### config.mk
export PLATFORM = sky130hd
export DESIGN_NAME = word_packer
export DESIGN_NICKNAME = d
export VERILOG_FILES = /design/src/rtl/word_packer.sv
export SDC_FILE = /design/constraint.sdc
export NUM_CORES = 1
export LEC_CHECK = 0
export CORE_MARGIN = 2
export CORE_UTILIZATION = 35
export CTS_CLUSTER_SIZE = 40
export DETAILED_ROUTE_END_ITERATION = 8
export GPL_TIMING_DRIVEN = 0
export MAX_ROUTING_LAYER = met4
export PLACE_DENSITY = 0.59
export SLEW_MARGIN = 30
export SYNTH_ARGS = -nofsm -noshare
export SYNTH_HDL_FRONTEND = slang
export SYNTH_SLANG_ARGS = --single-unit
export TNS_END_PERCENT = 10
### constraint.sdc
create_clock -name i_WP_clk -period 5 [get_ports i_WP_clk]
set_input_delay 1 -clock i_WP_clk [delete_from_list [all_inputs] [get_ports i_WP_clk]]
set_output_delay 1 -clock i_WP_clk [all_outputs]
set_load 0.03 [all_outputs]
### src/rtl/word_packer.sv
// Word packer: gathers classified letters into a packed word, hands it to the DTW matcher, and holds the answer until acked.
// Optional build macro WP_DEDUP_EN drops a letter equal to the previously appended one.
module word_packer #(
   parameter int LETTER_W    = 8,
   parameter int MAX_LEN     = 15,
   parameter int TIMEOUT_CYC = 65535,
   localparam int W          = LETTER_W * MAX_LEN
) (
   input  logic                i_WP_clk,
   input  logic                i_WP_rst_n,
   input  logic [LETTER_W-1:0] i_WP_letter,
   input  logic                i_WP_letter_valid,
   input  logic                i_WP_word_end,
   output logic                o_WP_ready,
   output logic                o_WP_dtw_start,
   output logic [W-1:0]        o_WP_dtw_word,
   input  logic                i_WP_dtw_finish,
   input  logic [W-1:0]        i_WP_dtw_result,
   output logic [W-1:0]        o_WP_word,
   output logic                o_WP_word_valid,
   input  logic                i_WP_word_ack,
   output logic [3:0]          o_WP_len,
   output logic                o_WP_overflow,
   output logic                o_WP_timeout,
   output logic [1:0]          o_WP_state
);

   localparam int CNT_W = (TIMEOUT_CYC > 1) ? $clog2(TIMEOUT_CYC + 1) : 1;
   localparam logic [CNT_W-1:0] WD_LAST = CNT_W'(TIMEOUT_CYC - 1);
   localparam logic [3:0] LEN_MAX = 4'(MAX_LEN);

   typedef enum logic [1:0] {
      S_COLLECT = 2'd0,
      S_START   = 2'd1,
      S_WAIT    = 2'd2,
      S_DONE    = 2'd3
   } state_t;

   state_t           state;
   logic [W-1:0]     buffer;
   logic [3:0]       len;
   logic [CNT_W-1:0] wd_cnt;
   logic             is_dup;
   logic             letter_ok;
   logic             append;
   logic             drop;

`ifdef WP_DEDUP_EN
   logic [LETTER_W-1:0] last_letter;

   always_ff @(posedge i_WP_clk or negedge i_WP_rst_n) begin
      if (!i_WP_rst_n)
         last_letter <= '0;
      else if (append)
         last_letter <= i_WP_letter;
   end

   // last_letter is only meaningful while the word already holds a letter
   always_comb begin
      is_dup = (len != 4'd0) && (i_WP_letter == last_letter);
   end
`else
   always_comb begin
      is_dup = 1'b0;
   end
`endif

   always_comb begin
      letter_ok = (state == S_COLLECT) && i_WP_letter_valid &&
                  (i_WP_letter != '0) && !is_dup;
      append    = letter_ok && (len != LEN_MAX);
      drop      = letter_ok && (len == LEN_MAX);
   end

   // Single FSM; every output is a flop updated together with the state
   always_ff @(posedge i_WP_clk or negedge i_WP_rst_n) begin
      if (!i_WP_rst_n) begin
         state           <= S_COLLECT;
         buffer          <= '0;
         len             <= 4'd0;
         wd_cnt          <= '0;
         o_WP_word       <= '0;
         o_WP_ready      <= 1'b1;
         o_WP_dtw_start  <= 1'b0;
         o_WP_word_valid <= 1'b0;
         o_WP_overflow   <= 1'b0;
         o_WP_timeout    <= 1'b0;
      end else begin
         case (state)
            S_COLLECT: begin
               for (int s = 0; s < MAX_LEN; s++) begin
                  if (append && (len == 4'(s)))
                     buffer[s*LETTER_W +: LETTER_W] <= i_WP_letter;
               end
               if (append)
                  len <= len + 4'd1;
               if (drop)
                  o_WP_overflow <= 1'b1;
               // A letter arriving with word_end counts toward the non-empty test
               if (i_WP_word_end && ((len != 4'd0) || append)) begin
                  state          <= S_START;
                  o_WP_ready     <= 1'b0;
                  o_WP_dtw_start <= 1'b1;
               end
            end
            S_START: begin
               o_WP_dtw_start <= 1'b0;
               wd_cnt         <= '0;
               state          <= S_WAIT;
            end
            S_WAIT: begin
               if (i_WP_dtw_finish) begin
                  o_WP_word       <= i_WP_dtw_result;
                  o_WP_timeout    <= 1'b0;
                  o_WP_word_valid <= 1'b1;
                  state           <= S_DONE;
               end else if (wd_cnt == WD_LAST) begin
                  o_WP_word       <= buffer;
                  o_WP_timeout    <= 1'b1;
                  o_WP_word_valid <= 1'b1;
                  state           <= S_DONE;
               end else begin
                  wd_cnt <= wd_cnt + 1'b1;
               end
            end
            S_DONE: begin
               if (i_WP_word_ack) begin
                  buffer          <= '0;
                  len             <= 4'd0;
                  o_WP_overflow   <= 1'b0;
                  o_WP_timeout    <= 1'b0;
                  o_WP_word_valid <= 1'b0;
                  o_WP_ready      <= 1'b1;
                  state           <= S_COLLECT;
               end
            end
            default: state <= S_COLLECT;
         endcase
      end
   end

   assign o_WP_dtw_word = buffer;
   assign o_WP_len      = len;
   assign o_WP_state    = state;

endmodule

==> impl_metrics.csv, run 1 <==
group,metric,value,unit
status,run_status,"finished clean",
cts,clock_insertion_delay_worst_skew,0.56,ns
route,totalWireLength,42300,um
worst_setup_path,critical-path-top-delay-family,"buffers and inverters",
grt,grt_pass1_wl,64300,um
layout,layoutNonFillerInstCount,1984,
power,pwr_density_cell,601,nW/um^2
run,max_cap_viol_count,0,
logic_synthesis,syn-cell-area,12000,um^2
route,routedWlPerCell,21.3,um
grt,grt_use_total,0.240,
cts,cts_setup_buffers,0,
timing,timing_hold_violations_final,0,
route,ant_nets,0,
layout,layout-drive-gt1-share,0.0801,
grt,first_global_vias,10233,
worst_setup_path,cp_slowest_cell,"sky130_fd_sc_hd__o21ai_2",
worst_setup_path,crit_path_max_incr_delay,0.63,ns
cts,cts.root.buffer_cell,"sky130_fd_sc_hd__clkbuf_16",
cts,clock_tree_from_tritoncts,"yes",
power,static-leakage-power,7.60,nW
worst_setup_path,crit_path_end_kind,"flip-flop",
timing,timing_max_transition_violations_final,0,
timing,final_period_minus_worst_setup_slack,2.99,ns
logic_synthesis,ys_warn_count,0,
layout,post-route-cell-area,17500,um^2
route,dr.first_iter.drc_count,500,
grt,grt_util_met1,0.323,
worst_setup_path,critical_path.startpoint_type,"flip-flop",
route,dr_vias,10010,
logic_synthesis,synth.largest_area_cell,"sky130_fd_sc_hd__dfrtp_1",
worst_setup_path,critPathKind,"reg -> reg",
timing,part_of_the_cycle_the_worst_path_needs,0.597,
cts,post_cts.resized_instances,0,
cts,cts_inserted_buffers,31,
floorplan,ioPinCount,385,
power,vdd_drop_max,283,uV
logic_synthesis,syn_avg_cell_area,11.0,um^2
route,drt_pre_antenna_iters,4,
logic_synthesis,ys_top_cells_by_area,"sky130_fd_sc_hd__dfrtp_1, sky130_fd_sc_hd__mux2i_1, sky130_fd_sc_hd__nand2_1, sky130_fd_sc_hd__o2bb2ai_1, sky130_fd_sc_hd__o21ai_1",
layout,flow.area_growth_from_synthesis,45.7,%
cts,cts.reportedPaths.clkPinSlew,0.06,ns
placed_design,placement.cell_area,16500,um^2
floorplan,die_w,189,um
logic_synthesis,gate_count_post_synth,1095,
timing,maxClockFrequency,335,MHz
hold_path,hold_path.class,"in -> async",
logic_synthesis,synth-seq-area-share,0.556,
placed_design,place.detailed.instances,1929,
layout,fillCellCount,3115,
worst_setup_path,cp_cell_sequence,"inv_1 -> ha_1 -> nand4_1 -> nor4_4 -> o21ai_2 -> buf_2 -> clkbuf_1 -> o21ai_1",
grt,antenna_found_initial,2,
power,report.power.total,10.5,mW
floorplan,die_area,35800,um^2
placed_design,place_hpwl,30800,um
worst_setup_path,timing.reg2reg.setup_slack,2.01,ns
floorplan,start_util,0.356,
cts,clock_sink_count,267,
floorplan,chipHeight,189,um
floorplan,placeableCoreArea,33700,um^2
route,drc_errors,0,
timing,slew_headroom,0.407,
worst_setup_path,critical_path.n_buffers_inverters,3,
cts,cts.path.max_buffers,3,
logic_synthesis,synth.ff_latch_count,267,
logic_synthesis,synth_top_cell_area_share,0.554,
cts,htree_levels,1,
layout,num-nets-final,1659,
grt,grt_busiest_layer,"met2",
grt,grt_start_max_net_pins,81,
logic_synthesis,synthesis.nets,1240,
grt,met2_usage,0.388,
worst_setup_path,cp.arrival,3.39,ns
worst_setup_path,cp_max_fo,10,
cts,cts_hold_buf,0,
logic_synthesis,async_set_or_reset_register_ratio_after_synthesis,1.00,
placed_design,port_buffers,383,
timing,rsz0062_at_grt,"no",
timing,worstMarginPinSlew,0.889,ns
grt,global_route.overflow_total,0,
grt,global_route.usage.met3,0.0335,
logic_synthesis,synth_enable_flop_cells,0,
timing,skew,0.0124,ns
timing,report.final.setup_viol,0,
floorplan,rows,67,
worst_setup_path,worst-endpoint-required,5.40,ns
logic_synthesis,yosysUniqueCellTypes,59,
logic_synthesis,synth-main-ff-cell,"sky130_fd_sc_hd__dfrtp_1",
route,routed_via_count_divided_by_cell_count,5.05,
placed_design,globalplace.congestion,0.826,
==> cells in the mapped netlist, types with 6 or more instances <==
| cell type | instances |
|---|---|
| sky130_fd_sc_hd__dfrtp_1 | 266 |
| sky130_fd_sc_hd__nand2_1 | 207 |
| sky130_fd_sc_hd__mux2i_1 | 129 |
| sky130_fd_sc_hd__o21ai_1 | 107 |
| sky130_fd_sc_hd__o21ai_0 | 67 |
| sky130_fd_sc_hd__o2bb2ai_1 | 65 |
| sky130_fd_sc_hd__clkbuf_1 | 33 |
| sky130_fd_sc_hd__buf_2 | 25 |
| sky130_fd_sc_hd__nand3_1 | 21 |
| sky130_fd_sc_hd__nor2b_1 | 14 |
| sky130_fd_sc_hd__inv_1 | 12 |
| sky130_fd_sc_hd__nand2b_1 | 12 |
| sky130_fd_sc_hd__ha_1 | 11 |
| sky130_fd_sc_hd__nand2_2 | 11 |
| sky130_fd_sc_hd__mux2_4 | 9 |
| sky130_fd_sc_hd__a21oi_1 | 7 |
| sky130_fd_sc_hd__a22o_1 | 7 |
| sky130_fd_sc_hd__a21o_1 | 6 |
==> stage by stage <==
step	setup TNS, ns	util	setup WS (ns)	hold slack (ns)
2_1_floorplan	0	-	2.57	0.472
3_3_place_gp	-2411.51	0.487	-9.08	0.463
3_5_place_dp	0	0.489	1.49	0.471
4_1_cts	0	0.519	1.92	0.384
5_1_grt	0	0.519	1.80	0.408
6_report	0	0.519	2.01	0.370
==> report_power, final <==
part	switching [mW]	internal, mW
logic	3.06	1.88
registers	0.510	2.82
clock network	0.884	1.38
==> flip-flops by register name (all words and copies together) (netlist names) <==
register and cells:
o_WP_word_valid 1, o_WP_word 120, wd_cnt 16, o_WP_dtw_start 1
o_WP_timeout 1, o_WP_dtw_word 120, o_WP_overflow 1, o_WP_state 2
o_WP_ready 1, o_WP_len 4
==> per-layer routing <==
metal  up-vias  part of all wire
met3        69             0.050
met4         0             0.024
met5         -                 0
met1      4897              0.45
met2       310              0.48
li1       4734                 -
==> cell families after synthesis <==
logic type | count (synthesis) | synth area share
AND/OR/NAND/NOR | 307 | 0.121
AO/OA/AOI/OAI | 289 | 0.159
flip-flops | 267 | 0.556
multiplexers | 139 | 0.120
XOR/XNOR | 1 | 0.000729
buffers and inverters | 81 | 0.0317
adder cells (fa/ha/maj) | 11 | 0.0115
==> layout by cell type (no fill, tap or decap), drive strengths merged, types with 11 or more instances in the layout <==
master and count:
buf 40, clkbuf 81, clkdlybuf4s50 382, dfrtp 266
ha 11, inv 13, mux2i 129, nand2 220
nand2b 12, nand3 22, nor2b 14, o21ai 178
o2bb2ai 65
==> final timing paths <==
check	from	to	cells past startpoint
setup reg to reg	wd_cnt[0]$_DFFE_PN0P_	o_WP_word[90]$_DFFE_PN0P_	8
hold / removal	i_WP_rst_n	o_WP_word[2]$_DFFE_PN0P_	1
min in group i_WP_clk	o_WP_word[2]$_DFFE_PN0P_	o_WP_word[2]$_DFFE_PN0P_	2
max in group asynchronous	i_WP_rst_n	o_WP_word[97]$_DFFE_PN0P_	4
setup / recovery	wd_cnt[0]$_DFFE_PN0P_	o_WP_word[90]$_DFFE_PN0P_	8
hold reg to reg	o_WP_word[2]$_DFFE_PN0P_	o_WP_word[2]$_DFFE_PN0P_	2
==> layout make-up <==
cell class	instances	area, um^2	share of cell area
Tap cell	448	561	0.0320
Clock buffer	48	900	0.0514
Inverter	12	45.0	0.00257
Clock inverter	6	109	0.00622
Antenna cell	1	2.50	0.000143
Timing Repair Buffer	386	3920	0.224
Multi-Input combinational cell	747	4950	0.283
Sequential cell	267	6680	0.382
Buffer	69	335	0.0192
Power figures use the tool's default switching activity.
==> run 2, diff against run 1 <==
Settings changed: PLACE_DENSITY 0.59 to 0.62.
Clock period 5 ns to 2.5 ns, I/O delays scaled along.
==> impl_metrics.csv, run 2 (synthesized netlist as in run 1, its figures left out) <==
group,metric,value,unit
power,pwr-share-comb,0.469,
worst_setup_path,cp.arrival,2.84,ns
route,drt_pre_antenna_iters,5,
grt,global_route.overflow_total,0,
cts,cts.root.buffer_cell,"sky130_fd_sc_hd__clkbuf_16",
power,pwr-share-clk,0.218,
worst_setup_path,cp_max_fo,10,
timing,timing_hold_violations_final,0,
layout,layout.cells.most_common_list,"sky130_fd_sc_hd__clkdlybuf4s50_1, sky130_fd_sc_hd__dfrtp_1, sky130_fd_sc_hd__nand2_1, sky130_fd_sc_hd__mux2i_1, sky130_fd_sc_hd__o21ai_1",
grt,grt_pass1_wl,63200,um
status,run_status,"finished clean",
timing,slew_headroom,0.414,
grt,antenna_found_initial,3,
timing,maxClockFrequency,422,MHz
grt,first_global_vias,10240,
floorplan,placeableCoreArea,33700,um^2
route,dr_vias,10096,
route,dr.first_iter.drc_count,573,
power,pwr_density_cell,1200,nW/um^2
layout,layout-drive-gt1-share,0.0974,
worst_setup_path,critical_path.n_buffers_inverters,1,
power,vdd_drop_max,658,uV
floorplan,ioPinCount,385,
timing,part_of_the_cycle_the_worst_path_needs,0.948,
worst_setup_path,critical_path.startpoint_type,"flip-flop",
layout,num-nets-final,1663,
placed_design,place_hpwl,30400,um
worst_setup_path,worst-endpoint-required,2.97,ns
power,switching_share,0.421,
power,static-leakage-power,7.66,nW
hold_path,hold_path.class,"in -> async",
floorplan,die_w,189,um
route,routed_via_count_divided_by_cell_count,5.07,
cts,clock_tree_from_tritoncts,"yes",
route,drc_errors,0,
floorplan,start_util,0.356,
worst_setup_path,worstReg2RegStart,"o_WP_state[0]$_DFFE_PN0P_",
cts,htree_levels,1,
timing,report.final.setup_viol,0,
power,p_seq_frac,0.313,
layout,flow.area_growth_from_synthesis,46.8,%
cts,clock_sink_count,267,
layout,mostFrequentLayoutCell,"sky130_fd_sc_hd__clkdlybuf4s50_1",
placed_design,globalplace.congestion,0.820,
route,routedWlPerCell,20.8,um
placed_design,port_buffers,383,
run,max_cap_viol_count,0,
floorplan,rows,67,
worst_setup_path,crit_path_end_kind,"flip-flop",
power,switchingPower,8.93,mW
route,ant_nets,0,
cts,cts.path.max_buffers,3,
timing,skew,0.0137,ns
power,internal-power,12.3,mW
worst_setup_path,critPathKind,"reg -> reg",
worst_setup_path,crit_path_start,"o_WP_state[0]$_DFFE_PN0P_",
power,report.power.total,21.2,mW
layout,fillCellCount,3079,
worst_setup_path,crit_path_max_incr_delay,0.66,ns
timing,final_period_minus_worst_setup_slack,2.37,ns
cts,cts.reportedPaths.clkPinSlew,0.07,ns
route,totalWireLength,41500,um
worst_setup_path,cp_cell_sequence,"ha_1 -> clkbuf_1 -> nor2b_1 -> nand2_2 -> o2bb2ai_1",
placed_design,placement.cell_area,16500,um^2
grt,grt_start_max_net_pins,83,
timing,rsz0062_at_grt,"no",
layout,post-route-cell-area,17600,um^2
cts,clock_insertion_delay_worst_skew,0.56,ns
timing,timing_max_transition_violations_final,0,
timing,tns,0,ns
worst_setup_path,cp_slowest_cell,"sky130_fd_sc_hd__nor2b_1",
timing,worstMarginPinSlew,0.879,ns
floorplan,chipHeight,189,um
cts,cts_inserted_buffers,30,
grt,grt_use_total,0.236,
worst_setup_path,critical-path-top-delay-family,"simple AND/OR/NAND/NOR gates",
floorplan,die_area,35800,um^2
run 2: final timing paths:
kind | end | slack [ns] | depth (start not counted)
worst max-delay path | o_WP_dtw_word[84]$_DFFE_PN0P_ | 0.13 | 5
worst min-delay path | o_WP_word[34]$_DFFE_PN0P_ | 0.43 | 2
worst max register to register | o_WP_dtw_word[84]$_DFFE_PN0P_ | 0.13 | 5
worst min register to register | o_WP_word[104]$_DFFE_PN0P_ | 0.48 | 2
max in group asynchronous | o_WP_word[108]$_DFFE_PN0P_ | 0.98 | 4
min in group i_WP_clk | o_WP_word[104]$_DFFE_PN0P_ | 0.48 | 2
run 2: layer usage:
layer / up-vias / track usage / wire length (um)
li1: 4734 / - / -
met5: - / - / 0
met4: 0 / 0.0572 / 855
met1: 5008 / 0.311 / 18300
met2: 297 / 0.378 / 19900
met3: 57 / 0.0432 / 2430
run 2: final cells by class:
cell class,count,area (um^2),area share
diodes,2,5.00,0.000284
plain buffers,69,345,0.0196
clock buffers,45,918,0.0521
clock inverters,9,125,0.00709
inverters,12,45.0,0.00255
multi-input cells,747,4990,0.283
flip-flops and latches,267,6690,0.379
well taps,448,561,0.0318
repair buffers,391,3960,0.225
run 2: what timing repair did:
item,CTS,global route
resized for setup,11,11
setup endpoints to repair,177,104
endpoints found under the hold margin,38,0
hold buffers,1,0
setup buffers,1,3
pin swaps,1,1
run 2: per-stage QoR:
stage | hold slack, ns | instances | setup slack, ns | util
after detailed placement | 0.412 | 1929 | -0.509 | 0.489
after CTS | 0.414 | 1985 | 0.0186 | 0.522
after floorplan | 0.204 | 1095 | 0.246 | -
final | 0.431 | 1990 | 0.130 | 0.523
after global routing | 0.442 | 1990 | 0.00703 | 0.523
after global placement | 0.462 | 1926 | -11.05 | 0.487
run 2: power by group through the flow:
| stage | registers [mW] | logic, mW | clock network [mW] |
|---|---|---|---|
| floorplan | 9.02 | 3.11 | 0 |
| global placement | 6.69 | 9.82 | 0 |
| global route | 6.82 | 10.6 | 4.90 |
| detailed placement | 6.70 | 9.92 | 0 |
| CTS | 6.66 | 10.0 | 4.72 |
| finish | 6.65 | 9.94 | 4.61 |
